<file path="config.mk">
export PLATFORM = sky130hd
export DESIGN_NAME = imem_port_arbiter
export DESIGN_NICKNAME = d
export VERILOG_FILES = /design/src/rtl/imem_arb_pkg.sv /design/src/rtl/imem_rr_arb2.sv /design/src/rtl/imem_port_arbiter.sv
export SDC_FILE = /design/constraint.sdc
export NUM_CORES = 1
export LEC_CHECK = 0
export CELL_PAD_IN_SITES_DETAIL_PLACEMENT = 1
export CELL_PAD_IN_SITES_GLOBAL_PLACEMENT = 2
export CORE_UTILIZATION = 23
export CTS_BUF_LIST = sky130_fd_sc_hd__clkbuf_4
export CTS_CLUSTER_SIZE = 12
export DETAILED_ROUTE_END_ITERATION = 6
export GPL_TIMING_DRIVEN = 0
export PLACE_DENSITY_LB_ADDON = 0.25
export REMOVE_ABC_BUFFERS = 1
export SKIP_LAST_GASP = 1
export SLEW_MARGIN = 5
export SYNTH_ARGS = -nofsm -noshare
export SYNTH_HDL_FRONTEND = slang
export SYNTH_SLANG_ARGS = --single-unit
</file>
<file path="constraint.sdc">
create_clock -name clk -period 2.6 [get_ports clk]
set_clock_uncertainty 0.2 [all_clocks]
set_input_delay 0.26 -clock clk [delete_from_list [all_inputs] [get_ports clk]]
set_output_delay 0.26 -clock clk [all_outputs]
set_load 0.05 [all_outputs]
</file>
<file path="src/rtl/imem_arb_pkg.sv">
// Shared types and constants for the instruction-memory port arbiter.
// Width macros fall back to RV32 values when common/defines.svh is not included.
`ifndef DATA_WIDTH
`define DATA_WIDTH 32
`endif
`ifndef INSTR_WIDTH
`define INSTR_WIDTH 32
`endif
`ifndef NOP_INSTRUCTION
`define NOP_INSTRUCTION 32'h0000_0013
`endif

package imem_arb_pkg;

    typedef enum logic {
        SLOT_EMPTY = 1'b0,
        SLOT_FULL  = 1'b1
    } slot_state_e;

    localparam int PORT_FETCH     = 0;
    localparam int PORT_DATA      = 1;
    localparam int CONFLICT_CNT_W = 32;

    localparam logic [`INSTR_WIDTH-1:0] NOP_WORD = `NOP_INSTRUCTION;

    function automatic logic is_word_aligned(input logic [1:0] addr_lsb);
        return (addr_lsb == 2'b00);
    endfunction

endpackage

</file>
<file path="src/rtl/imem_rr_arb2.sv">
// Two-way arbiter; round-robin tie break under IMEM_ARB_ROUND_ROBIN_EN,
// otherwise fixed priority with the fetch port winning ties.
module imem_rr_arb2
    import imem_arb_pkg::*;
(
`ifdef IMEM_ARB_ROUND_ROBIN_EN
    input  logic       clk,
    input  logic       rst_n,
`endif
    input  logic [1:0] elig,
    output logic [1:0] grant
);

`ifdef IMEM_ARB_ROUND_ROBIN_EN
    // Resetting to the data port makes the fetch port win the first tie.
    logic last_grant_q;
    logic last_grant_d;

    always_comb begin
        last_grant_d = last_grant_q;
        if (&elig) begin
            grant = (last_grant_q == 1'(PORT_DATA)) ? 2'b01 : 2'b10;
        end else begin
            grant = elig;
        end
        if (|grant) begin
            last_grant_d = grant[PORT_DATA];
        end
    end

    always_ff @(posedge clk or negedge rst_n) begin
        if (!rst_n) begin
            last_grant_q <= 1'(PORT_DATA);
        end else begin
            last_grant_q <= last_grant_d;
        end
    end
`else
    always_comb begin
        grant = (&elig) ? 2'b01 : elig;
    end
`endif

endmodule

</file>
<file path="src/rtl/imem_port_arbiter.sv">
// Shares the combinational instruction-memory read port between fetch (port 0)
// and data reads (port 1). Tie policy selected by IMEM_ARB_ROUND_ROBIN_EN.
module imem_port_arbiter
    import imem_arb_pkg::*;
(
    input  logic                      clk,
    input  logic                      rst_n,
    input  logic [1:0]                req_valid,
    output logic [1:0]                req_ready,
    input  logic [`DATA_WIDTH-1:0]    req_addr0,
    input  logic [`DATA_WIDTH-1:0]    req_addr1,
    output logic [1:0]                resp_valid,
    input  logic [1:0]                resp_ready,
    output logic [`INSTR_WIDTH-1:0]   resp_data0,
    output logic [`INSTR_WIDTH-1:0]   resp_data1,
    output logic [1:0]                resp_err,
    input  logic                      flush,
    output logic [`DATA_WIDTH-1:0]    mem_addr,
    input  logic [`INSTR_WIDTH-1:0]   mem_rdata,
    output logic [CONFLICT_CNT_W-1:0] conflict_cnt
);

    slot_state_e                state_q [2];
    slot_state_e                state_d [2];
    logic [`INSTR_WIDTH-1:0]    data_q  [2];
    logic [`INSTR_WIDTH-1:0]    data_d  [2];
    logic [1:0]                 err_q;
    logic [1:0]                 err_d;
    logic [CONFLICT_CNT_W-1:0]  cnt_q;
    logic [CONFLICT_CNT_W-1:0]  cnt_d;
    logic [1:0]                 elig;
    logic [1:0]                 grant;
    logic [1:0]                 addr_lsb [2];

    imem_rr_arb2 u_arb (
`ifdef IMEM_ARB_ROUND_ROBIN_EN
        .clk   (clk),
        .rst_n (rst_n),
`endif
        .elig  (elig),
        .grant (grant)
    );

    always_comb begin
        resp_valid[PORT_FETCH] = (state_q[PORT_FETCH] == SLOT_FULL);
        resp_valid[PORT_DATA]  = (state_q[PORT_DATA] == SLOT_FULL);

        // A slot can take a new word when empty or being drained this cycle.
        elig[PORT_FETCH] = req_valid[PORT_FETCH] & (~resp_valid[PORT_FETCH] | resp_ready[PORT_FETCH]) & ~flush;
        elig[PORT_DATA]  = req_valid[PORT_DATA] & (~resp_valid[PORT_DATA] | resp_ready[PORT_DATA]);

        req_ready = grant;
        mem_addr  = grant[PORT_DATA] ? req_addr1 : req_addr0;

        addr_lsb[PORT_FETCH] = req_addr0[1:0];
        addr_lsb[PORT_DATA]  = req_addr1[1:0];

        for (int i = 0; i < 2; i++) begin
            state_d[i] = state_q[i];
            data_d[i]  = data_q[i];
            err_d[i]   = err_q[i];
            if (grant[i]) begin
                state_d[i] = SLOT_FULL;
                if (is_word_aligned(addr_lsb[i])) begin
                    data_d[i] = mem_rdata;
                    err_d[i]  = 1'b0;
                end else begin
                    data_d[i] = NOP_WORD;
                    err_d[i]  = 1'b1;
                end
            end else if (resp_ready[i] || (i == PORT_FETCH && flush)) begin
                state_d[i] = SLOT_EMPTY;
            end
        end

        cnt_d = cnt_q;
        if ((&elig) && (cnt_q != {CONFLICT_CNT_W{1'b1}})) begin
            cnt_d = cnt_q + 1'b1;
        end
    end

    always_ff @(posedge clk or negedge rst_n) begin
        if (!rst_n) begin
            for (int i = 0; i < 2; i++) begin
                state_q[i] <= SLOT_EMPTY;
                data_q[i]  <= NOP_WORD;
            end
            err_q <= 2'b00;
            cnt_q <= '0;
        end else begin
            for (int i = 0; i < 2; i++) begin
                state_q[i] <= state_d[i];
                data_q[i]  <= data_d[i];
            end
            err_q <= err_d;
            cnt_q <= cnt_d;
        end
    end

    assign resp_data0   = data_q[PORT_FETCH];
    assign resp_data1   = data_q[PORT_DATA];
    assign resp_err     = err_q;
    assign conflict_cnt = cnt_q;

endmodule

</file>
==> impl_results.md <==
* Outcome: finished clean
* Post-synthesis mux area share at 0.00256
* Core ar. at 18700 um2
* Count of buffers inserted at the top-level ports at approximately 240
* Power after layout at about 4.2 mW
* Max FO, Critical Path at 37
* Antenna viol nets, final at 0
* Worst Setup Slack, final at 0.110 ns
* DP Area at 7070 um2
* Leakage power at 3.45 nW
* Power density over the cells at 570 nW/um2
* Remaining DRCs at 0
* Number of synthesized register bits at 100
* Clock transition at the register clock pins on the worst setup and hold paths after CTS at about 0.17 ns
* Routed len/inst at 18.4 um
* Register area at between 2000 and 3000 um2
* Clock tree from TritonCTS: done
* Synthesized instance count at about 420
* Final Hold Fails at 0
* Clock root buffer: sky130_fd_sc_hd__clkbuf_4
* Final wirelength at 16700 um
* Synth unique cells at 36
* Max stage delay cell, worst path: sky130_fd_sc_hd__dfrtp_1
* Placed wire-length estimate at 11700 um
* Critical-path cell list: nor2b_4, nand2b_4, nand3_4, buf_16, inv_16, clkdlybuf4s18_2
* Worst setup slack for register-to-register paths at 0.21 ns
* Nature of the critical path startpoint: flip-flop
* Class of the worst hold path: in -> async
* CTS sink count at 100
* Effective utilization at floorplan at 0.235
* Filler cells at between 2k and 2.5k
* Combinational family with the most area after synthesis: simple AND/OR/NAND/NOR gates
* I/O pins at 237
* Total of endpoints with negative setup slack in the final report at 0
* Max IR drop VDD at approximately 0.35 mV
* Vias at between 4k and 5k
* Complex-gate fraction of the synthesized area at 0.131
* Pin count of the biggest net entering global routing at 61
* Detailed Route Iter0 Violations at 121
* First-pass GRT wire length at 26000 um
* Total die area at 19700 um2
* Post-synthesis simple-gate area fraction at 0.203
* Max-slew violation count at 0
* Class of the most critical setup path: reg -> out
* Worst-Skew Late Latency at 0.48 ns
* Cell area after synthesis at about 4400 um2
* Part of the cycle the worst path needs at 0.958
* Multi-input combinational cell area at 1820 um2
* Accumulated negative setup slack at 0 ns
* Longest individual stage delay on the worst path at 0.39 ns
* Post-Place Worst Slack at -1.77 ns
* Final min period at around 2.5 ns
* Die Y-Extent at 140 um
* Critical Path AT at 2.03 ns
* Total clock buffers created by CTS at 9
* Layout area overhead at 68.3%
* FMAX at ~400 MHz
* Synthesized-area fraction occupied by xor and xnor cells at 0.0597
* Vias in the first global route at ~4.6k
* Data required time of the critical path at between 2 and 2.5 ns
* Transition time at the pin with the least slew margin at 0.906 ns
* Element type at the critical path end: output pin
* Vias per inst at approximately 4.7
* Area of all placed cells without fillers at roughly 7400 um2
* Weighted congestion at the end of routability-driven global placement at 0.739
* Syn. warnings at 0
* Number of antenna violations at the first check in global routing at 0
* Sequential element share of the synthesized area at 0.570
* Number of nets in the finished design at 767
* # rows at 50
* Area share of fa/ha/maj cells after synthesis at 0.00284
* Remaining max-slew budget at the tightest pin at 0.392
* Mean cell area of the mapped netlist at 10.6 um2
* GRT Util Overall at 0.172
* Gr ovfl total at 0
* Clock tree buffer depth at 2
* Max capacitance violation total at 0
* Fraction of layout cells with a size suffix above 1 at 0.141
* Count of H-tree levels built during CTS at 3
* Die outline width at 140 um
* Initial DRT Pass Iterations at 4
worst max-delay path, delay by kind of cell (launching register included):
| kind | cells | cell delay (ns) |
|---|---|---|
| and+or+nand+nor | 3 | 0.44 |
| buffers and inverters | 3 | 0.71 |
| DFF | 1 | 0.39 |
per-layer routing:
layer,track usage,vias up,routed length (um),share of wire
li1,-,1947,-,-
met5,0,-,0,0
met3,0.0544,9,1300,0.078
met4,0.0492,0,184,0.011
met2,0.296,164,8090,0.49
met1,0.205,2084,7080,0.43
logic make-up (layout without fill, tap and decap cells):
kind of cell | after synthesis | after routing
adders and majority gates | 1 | 1
AOI/OAI and AO/OA | 67 | 67
and+or+nand+nor | 187 | 188
buffers and inverters | 31 | 281
DFF | 100 | 100
other | 0 | 1
xor gates and xnor gates | 30 | 30
muxes | 1 | 1
metrics by stage:
step,utilization,instances,hold WS (ns)
2_1_floorplan,-,393,-0.236
3_3_place_gp,0.372,863,0.277
3_5_place_dp,0.378,869,0.103
4_1_cts,0.392,901,0.0741
5_1_grt,0.396,902,0.0948
6_report,0.396,903,0.0893
power by group:
part / leakage [nW] / internal, mW / switching (mW)
Combinational: 2.06 / 0.582 / 0.973
Clock: 0.0818 / 0.315 / 0.572
Sequential: 1.32 / 1.68 / 0.0925
Total: 3.45 / 2.58 / 1.64
flip-flops by register name, indices dropped and copies added, names as in the netlist:
| signal | count |
|---|---|
| conflict_cnt | 32 |
| resp_data0 | 32 |
| resp_data1 | 32 |
| resp_err | 2 |
| resp_valid | 2 |
cell type report:
class / count / share of cell area
timing repair buffer: 258 / 0.350
clock inverter: 6 / 0.00946
clock buffer: 10 / 0.0101
multi-input combinational: 287 / 0.246
tap: 234 / 0.0395
sequential: 100 / 0.339
antenna: 1 / 0.000338
inverter: 7 / 0.00574
final timing paths:
kind,end,cells past startpoint,start
hold reg to reg,conflict_cnt[27],1,conflict_cnt[27]
setup / recovery,req_ready[1],6,resp_valid[0]
hold / removal,conflict_cnt[0],2,rst_n
min in group clk,resp_valid[0],2,flush
max in group asynchronous,resp_data0[30],3,rst_n
setup reg to reg,conflict_cnt[31],6,conflict_cnt[0]
timing repair:
action / in CTS / in global routing
pin swaps: 2 / 0
buffers inserted: 12 / 2
gates resized for setup: 200 / 27
gates cloned: 3 / 0
endpoints found under the setup margin: 110 / 40
hold buffers: 1 / 0
hold endpoints to repair: 40 / 0
cell usage in the layout (no fill, tap or decap), types with 2 or more instances in the layout:
master,n
sky130_fd_sc_hd__nor3_1,7
sky130_fd_sc_hd__nor4_1,8
sky130_fd_sc_hd__o22a_1,6
sky130_fd_sc_hd__dfrtp_1,94
sky130_fd_sc_hd__clkdlybuf4s50_1,201
sky130_fd_sc_hd__inv_1,6
sky130_fd_sc_hd__nand4_1,4
sky130_fd_sc_hd__or3_1,3
sky130_fd_sc_hd__nor4b_1,5
sky130_fd_sc_hd__nand4_2,2
sky130_fd_sc_hd__nor2b_1,2
sky130_fd_sc_hd__xor2_1,26
sky130_fd_sc_hd__nor2_1,19
sky130_fd_sc_hd__buf_6,16
sky130_fd_sc_hd__dfstp_2,6
sky130_fd_sc_hd__buf_16,2
sky130_fd_sc_hd__clkbuf_4,18
sky130_fd_sc_hd__nand3_1,10
sky130_fd_sc_hd__nand2_1,107
sky130_fd_sc_hd__nor3_4,2
sky130_fd_sc_hd__and4_1,2
sky130_fd_sc_hd__xnor2_1,4
sky130_fd_sc_hd__a22o_1,58
sky130_fd_sc_hd__a21oi_1,2
sky130_fd_sc_hd__nor3b_1,2
sky130_fd_sc_hd__buf_4,25
sky130_fd_sc_hd__inv_6,3
cells in the mapped netlist:
cell / number / area [um2]
sky130_fd_sc_hd__xnor2_1: 4 / 35.0
sky130_fd_sc_hd__or3_4: 1 / 11.3
sky130_fd_sc_hd__nor4_1: 8 / 50.1
sky130_fd_sc_hd__buf_2: 2 / 10.0
sky130_fd_sc_hd__nand4_2: 2 / 25.0
sky130_fd_sc_hd__nor3_4: 1 / 16.3
sky130_fd_sc_hd__o22a_1: 6 / 52.6
sky130_fd_sc_hd__or3_1: 3 / 18.8
sky130_fd_sc_hd__nand2_1: 108 / 405
sky130_fd_sc_hd__buf_6: 2 / 22.5
sky130_fd_sc_hd__nand4_1: 4 / 25.0
sky130_fd_sc_hd__a31oi_1: 1 / 6.26
sky130_fd_sc_hd__nand3_1: 12 / 60.1
sky130_fd_sc_hd__nand2b_1: 2 / 12.5
sky130_fd_sc_hd__inv_2: 1 / 3.75
sky130_fd_sc_hd__ha_1: 1 / 12.5
sky130_fd_sc_hd__nor4b_1: 5 / 43.8
sky130_fd_sc_hd__nor4_4: 1 / 21.3
sky130_fd_sc_hd__nand4b_1: 1 / 8.76
sky130_fd_sc_hd__nor3b_1: 2 / 15.0
sky130_fd_sc_hd__a21oi_1: 2 / 10.0
sky130_fd_sc_hd__and4b_1: 1 / 10.0
sky130_fd_sc_hd__xor2_1: 26 / 228
sky130_fd_sc_hd__nor2_1: 19 / 71.3
sky130_fd_sc_hd__inv_1: 6 / 22.5
sky130_fd_sc_hd__buf_1: 2 / 7.51
sky130_fd_sc_hd__and2_1: 1 / 6.26
sky130_fd_sc_hd__clkbuf_1: 18 / 67.6
sky130_fd_sc_hd__or2_2: 1 / 6.26
sky130_fd_sc_hd__dfstp_2: 6 / 158
sky130_fd_sc_hd__dfrtp_1: 94 / 2350
sky130_fd_sc_hd__and4_1: 2 / 17.5
sky130_fd_sc_hd__nor3_1: 9 / 45.0
sky130_fd_sc_hd__nor2b_1: 4 / 25.0
sky130_fd_sc_hd__a22o_1: 58 / 508
sky130_fd_sc_hd__mux2_1: 1 / 11.3
(Power assumes the default switching activity.)
